File: config.mk
export PLATFORM = sky130hd
export DESIGN_NAME = rem_mod_n
export DESIGN_NICKNAME = d
export VERILOG_FILES = /design/src/rtl/rem_mod_n.sv
export SDC_FILE = /design/constraint.sdc
export NUM_CORES = 1
export LEC_CHECK = 0
export ABC_AREA = 0
export CAP_MARGIN = 10
export CELL_PAD_IN_SITES_DETAIL_PLACEMENT = 0
export CELL_PAD_IN_SITES_GLOBAL_PLACEMENT = 2
export CORE_UTILIZATION = 42
export DETAILED_ROUTE_END_ITERATION = 16
export DONT_BUFFER_PORTS = 1
export GPL_ROUTABILITY_DRIVEN = 1
export PLACE_DENSITY = 0.82
export SYNTH_ARGS = -nofsm -noshare
export SYNTH_HDL_FRONTEND = slang
export SYNTH_SLANG_ARGS = --single-unit
File: constraint.sdc
create_clock -name clk -period 3.85 [get_ports clk]
set_input_delay 0.385 -clock clk [delete_from_list [all_inputs] [get_ports clk]]
set_output_delay 0.385 -clock clk [all_outputs]
set_load 0.005 [all_outputs]
File: src/rtl/rem_mod_n.sv
// rem_mod_n: serial remainder engine.
// Consumes one binary digit per qualified cycle and keeps the running remainder
// of the accumulated number modulo DIV. Digits may arrive MSB-first (Horner
// form) or LSB-first (weighted sum with a rolling power-of-two weight).
// Every intermediate sum is below 2*DIV, so reduction is one compare and one
// conditional subtract.
module rem_mod_n #(
  parameter  int DIV   = 3,
  parameter  int LEN_W = 16,
  localparam int RW    = $clog2(DIV)
) (
  input  logic             clk,
  input  logic             rst,
  input  logic             start,
  input  logic             lsb_first,
  input  logic             x_valid,
  input  logic             x,
  output logic [RW-1:0]    rem_out,
  output logic             div_out,
  output logic             out_valid,
  output logic [LEN_W-1:0] bit_cnt
);

  if (DIV < 2 || DIV > 255) begin : g_bad_div
    $error("rem_mod_n: DIV must be in 2..255");
  end

  localparam logic [RW:0]    DIV_W   = (RW+1)'(DIV);
  localparam logic [RW-1:0]  ONE_R   = RW'(1);
  localparam logic [LEN_W-1:0] CNT_MAX = '1;

  // Single reduction step: valid because every input is < 2*DIV.
  function automatic logic [RW-1:0] fold(input logic [RW:0] v);
    logic [RW:0] t;
    t = (v >= DIV_W) ? (v - DIV_W) : v;
    return t[RW-1:0];
  endfunction

  logic [RW-1:0]    r_q, w_q;
  logic             mode_q, seen_q, div_q, ov_q;
  logic [LEN_W-1:0] cnt_q;

  logic [RW-1:0]    base_r, base_w;
  logic             base_mode;
  logic [LEN_W-1:0] base_cnt;
  logic [RW:0]      sum_msb, sum_lsb, dbl_w;

  logic [RW-1:0]    r_d, w_d;
  logic             mode_d, seen_d, div_d, ov_d;
  logic [LEN_W-1:0] cnt_d;

  // Frame start clears state first so a digit in the same cycle lands in the new frame.
  always_comb begin
    base_r    = start ? '0 : r_q;
    base_w    = start ? ONE_R : w_q;
    base_mode = start ? lsb_first : mode_q;
    base_cnt  = start ? '0 : cnt_q;
  end

  // Candidate sums, all kept one bit wider than the remainder.
  always_comb begin
    sum_msb = {base_r, 1'b0} + {{RW{1'b0}}, x};
    sum_lsb = {1'b0, base_r} + (x ? {1'b0, base_w} : '0);
    dbl_w   = {base_w, 1'b0};
  end

  // Next-state: hold unless a digit is accepted; start alone only clears.
  always_comb begin
    r_d    = base_r;
    w_d    = base_w;
    mode_d = base_mode;
    seen_d = start ? 1'b0 : seen_q;
    cnt_d  = base_cnt;
    ov_d   = x_valid;
    if (x_valid) begin
      seen_d = 1'b1;
      cnt_d  = (base_cnt == CNT_MAX) ? base_cnt : base_cnt + 1'b1;
      if (base_mode) begin
        r_d = fold(sum_lsb);
        w_d = fold(dbl_w);
      end else begin
        r_d = fold(sum_msb);
      end
    end
    div_d = seen_d & (r_d == '0);
  end

  // State and output registers; reset returns to an empty MSB-first frame.
  always_ff @(posedge clk or negedge rst) begin
    if (!rst) begin
      r_q    <= '0;
      w_q    <= ONE_R;
      mode_q <= 1'b0;
      seen_q <= 1'b0;
      div_q  <= 1'b0;
      ov_q   <= 1'b0;
      cnt_q  <= '0;
    end else begin
      r_q    <= r_d;
      w_q    <= w_d;
      mode_q <= mode_d;
      seen_q <= seen_d;
      div_q  <= div_d;
      ov_q   <= ov_d;
      cnt_q  <= cnt_d;
    end
  end

  assign rem_out   = r_q;
  assign div_out   = div_q;
  assign out_valid = ov_q;
  assign bit_cnt   = cnt_q;

endmodule
* Yosys cells after proc, flatten, opt, wreduce, memory -nomap -nowiden
Index checks and enable logic that the tools add are counted.
Storage, ports and cells: register bits after elaboration 24, output and inout port bits 20
Cells by class: add/sub/neg operators 6, magnitude comparators 3, equality and inequality tests 1, mux-type cells 16, bitwise operators 1, reductions and logical operators 1
Operators by type and width (count):
- 16-bit 2-to-1 mux | 3
- 2-bit 2-to-1 mux | 10
- 16-bit by 1-bit adder with 16-bit output, second input constant | 1
- 16-bit equality test, second input constant | 1
- 3-bit by 2-bit greater-or-equal comparator with 1-bit output, second input constant | 3
- 2-bit subtractor, second input constant | 3
- 2-bit by 2-bit adder with 3-bit output | 1
- 3-bit by 1-bit adder with 3-bit output | 1
- 1-bit 2-to-1 mux | 3
- 2-bit logical NOT | 1
- 1-bit AND | 1

* Depth between registers and ports, before layout
depth in word-level cells 9, gate-level depth with buffers 12, depth with buffers taken out 9

* Worst setup path before layout
Ideal clock, no wire load.
kind input to register, from input start, to register div_q, in the netlist div_out, library setup time 0.080 ns, arrival 2.758 ns, data required time 3.770 ns, setup slack 1.013 ns, cell stages on the path 11, path buffers 3, cells stage by stage buf_6 -> clkbuf_1 -> clkbuf_1 -> nor2_1 -> nor2_1 -> ha_1 -> fa_1 -> ha_1 -> o311a_1 -> a211oi_1 -> a2bb2oi_1
On the way: cells in the longest elaborated chain, start to end 9
RTL lines:
- start, declared | line 14 | input logic start,
- 2-bit 2-to-1 mux | line 55 | base_w = start ? ONE_R : w_q;
- 2-bit 2-to-1 mux | line 63 | sum_lsb = {1'b0, base_r} + (x ? {1'b0, base_w} : '0);
- 2-bit by 2-bit adder with 3-bit output | line 63
- 3-bit by 2-bit greater-or-equal comparator with 1-bit output / 2-bit subtractor (equally long branches) | line 35 | t = (v >= DIV_W) ? (v - DIV_W) : v;
- 2-bit 2-to-1 mux | line 35
- 2-bit 2-to-1 mux | line 78 | if (base_mode) begin
- 2-bit 2-to-1 mux | line 75 | if (x_valid) begin
- 2-bit logical NOT | line 85 | div_d = seen_d & (r_d == '0);
- 1-bit AND (*) | line 85
- via div_d | line 49 | logic mode_d, seen_d, div_d, ov_d;
- end signal, assigned | line 103 | div_q <= div_d;
- end, declared | line 40 | logic mode_q, seen_q, div_q, ov_q;
The timed path passes the listed nets; every way through them passes the cells marked *.

* Final worst setup path
from register r_q[0], in the netlist rem_out[0], to register div_q, in the netlist div_out
On the way: cells in the longest elaborated chain, start to end 8
RTL lines:
- start, declared | line 39 | logic [RW-1:0] r_q, w_q;
- start signal, assigned | line 99 | r_q <= r_d;
- 2-bit 2-to-1 mux (*) | line 54 | base_r = start ? '0 : r_q;
- 3-bit by 1-bit adder with 3-bit output / 2-bit by 2-bit adder with 3-bit output (equally long branches) | line 62, 63
- 3-bit by 2-bit greater-or-equal comparator with 1-bit output / 2-bit subtractor (equally long branches) | line 35
- 2-bit 2-to-1 mux | line 35
- 2-bit 2-to-1 mux | line 78
- 2-bit 2-to-1 mux (*) | line 75
- 2-bit logical NOT (*) | line 85
- 1-bit AND (*) | line 85
- via div_d | line 49
Marked as above.

==> key figures <==
Outcome
  – Status: complete, no violations

Synthesis
  – Most numerous cell in the Yosys netlist: dfrtp_1
  – Post-synth cell types: 42
  – Main synth FF type: dfrtp_1
  – Most instantiated cells after synthesis: 23 x dfrtp_1, 12 x nor2_1, 11 x nor2b_1
  – Area share of the largest cell type after synthesis: between 30% and 40%
  – Yosys reg bits: 24
  – Synthesized area per cell: between 9 and 10 sq um
  – Register area share after synthesis: roughly two fifths
  – YS warnings: 0
  – Mapped Area: around 0.0015 sq mm
  – Area contributors post-synth: dfrtp_1 39%, xnor2_1 4.7%, nor2b_1 4.6%, nand2b_1 3.8%, ha_1 3.4%
  – Syn_nets: about 160
  – Async set or reset register ratio after synthesis: 100%
  – Yosys top cell by area: dfrtp_1
  – EDFF count, synth: 0
  – Post-synthesis cell count: around 150

Clock network
  – Max clock buf depth: 2
  – Clock Sink Count: 24
  – CTS Buf Count: 3
  – Post-CTS setup repair buffer count: 0
  – Clk_lat worst skew: roughly 0.33 ns
  – Max H-tree Level: 1
  – Clock root buffer master: clkbuf_4
  – Hold_buf cts: 2
  – Worst-path clk slew: roughly 0.14 ns
  – Resized Gates After CTS: 0
  – CTS tree: done

Global route
  – Maximum number of pins on one net before global-route repair: 37
  – Total grt overflow: 0
  – Vias in the first global route: 1088
  – Total GRT Usage: 18.0%
  – Initial antenna violation count: 0
  – First-pass GRT wire length: 4950 um

Worst hold path
  – Worst Hold Launch: x_valid
  – Hold WC Path Type: in2reg
  – Min-Delay Path Depth: 0

STA
  – Post-layout minimum cycle time: around 2.5 ns
  – Final hold violation count: 0
  – Max Freq: 399 MHz
  – Slew HR: 62.1%
  – Final Setup Violations: 0
  – RSZ-0062 raised after global routing: no
  – Final Cycle Share: between 60% and 70%
  – TNS Setup: 0 ns
  – Clk_skew: 0.00901 ns
  – Max-slew violation count: 0
  – Worst-Margin Slew: ~0.56 ns

Routing
  – Drt drc: 0
  – 1st-pass router iterations: 4
  – Via density: approximately 5.7
  – WL final: roughly 3000 um
  – Post-DRT Antenna Nets: 0
  – Vias: 1124
  – Initial drt markers: 73
  – Routed wire per std cell: between 15 and 20 um

Layout
  – Fill cells: about 340
  – Final net count: between 150 and 200
  – Area Growth Syn to Fin: 6.47%
  – Post-route cell area: 0.00159 sq mm
  – Share of cells above drive strength 1: 8.67%
  – ANT cells: 0

Critical path
  – Worst reg2reg startpoint: rem_out[0]$_DFF_PN0_
  – Crit. End Element: flip-flop
  – R2R cell count: 7
  – CP required: approximately 4.1 ns
  – Critical Path AT: 2.77 ns
  – Worst setup path start: rem_out[0]$_DFF_PN0_
  – Crit-path max FO: 4
  – Type of origin of the critical path: flip-flop
  – Setup CP Type: reg2reg

Power and ir drop
  – Maximum VDD drop: between 0.15 and 0.2 mV
  – Pwr Total: between 0.5 and 0.6 mW
  – PD cells: 342 mW/mm^2
  – LEAKAGE: 0.712 nW

Placed design
  – IO buf count: 0
  – Placer Congestion: 0.762
  – Detailed-placement wirelength estimate: about 2100 um
  – Placed instance area: 0.00150 sq mm

Job
  – Max Cap Viol: 0

Die
  – Die Span Y: 61.5 um
  – Die area: 0.00379 sq mm
  – Die W: around 62 um
  – Core ar.: 0.00336 sq mm
  – Ports: 26
  – # rows: 21
  – Initial Utilization: between 40 and 50%
-- power breakdown --
group / switching [mW] / internal (mW) / leakage, nW
clock network: 0.0821 / 0.105 / 0.0279
logic: 0.0369 / 0.0348 / 0.370
registers: 0.0152 / 0.267 / 0.314
-- layout make-up --
cell class                 count  area, sq um  share of cell area, %
clock buffer                   3         22.5                   1.42
clock inverter                 1         30.0                   1.89
inverter                       5         18.8                   1.18
multi-input combinational    115          825                   52.0
sequential                    24          602                   38.0
tap                           46         57.6                   3.63
timing repair buffer           2         30.0                   1.89
-- worst max-delay path, stage by stage (launching register included) --
cell and delay, ns:
dfrtp_1 0.43, nor2b_1 0.27, ha_1 0.21, fa_1 0.46, ha_1 0.25, o311a_1 0.34, a211oi_1 0.29, a2bb2oi_1 0.20
-- sequential cells by signal (all words and copies together) (netlist names) --
signal	count
bit_cnt	16
seen_q	1
rem_out	2
w_q	2
mode_q	1
out_valid	1
div_out	1
-- layout by cell type, fill, tap and decap left out, types with 5 or more instances in the layout --
cell,instances
a211oi_1,5
a21oi_1,9
dfrtp_1,23
inv_1,5
nand2b_1,9
nand4_1,7
nor2_1,12
nor2b_1,11
xnor2_1,8
-- cell families after synthesis --
kind of cell	share of synthesized area, %
AOI/OAI and AO/OA	14.3
and+or+nand+nor	26.6
buffers and inverters	4.20
DFF	40.4
xor gates and xnor gates	5.29
adders and majority gates	4.71
muxes	4.54
-- metrics by stage --
step	utilization [%]	hold WS [ns]	setup slack [ns]	std cells
final	47.1	0.0734	1.35	196
after global routing	47.1	0.0385	1.19	196
after CTS	47.1	0.0594	1.35	196
after detailed placement	44.7	0.0899	1.38	190
after global placement	44.7	0.0899	1.47	190
after floorplan	-	0.0894	1.01	152
-- routing by layer --
| layer | up-vias | routed length [um] | track usage (%) |
|---|---|---|---|
| met1 | 545 | 1410 | 23.8 |
| met2 | 27 | 1350 | 27.3 |
| met4 | 0 | 72 | 8.89 |
| met5 | - | 0 | 0 |
| li1 | 543 | - | - |
| met3 | 9 | 150 | 4.41 |
-- final timing paths --
| path | to | slack, ns |
|---|---|---|
| max in group asynchronous | w_q[0]$_DFF_PN1_ | 3.15 |
| min reg2reg | seen_q$_DFF_PN0_ | 0.55 |
| min | out_valid$_DFF_PN0_ | 0.07 |
| min in group asynchronous | bit_cnt[9]$_DFF_PN0_ | 0.48 |
| max | div_out$_DFF_PN0_ | 1.35 |
| max reg2reg | div_out$_DFF_PN0_ | 1.35 |
Power figures use the tool's default switching activity.
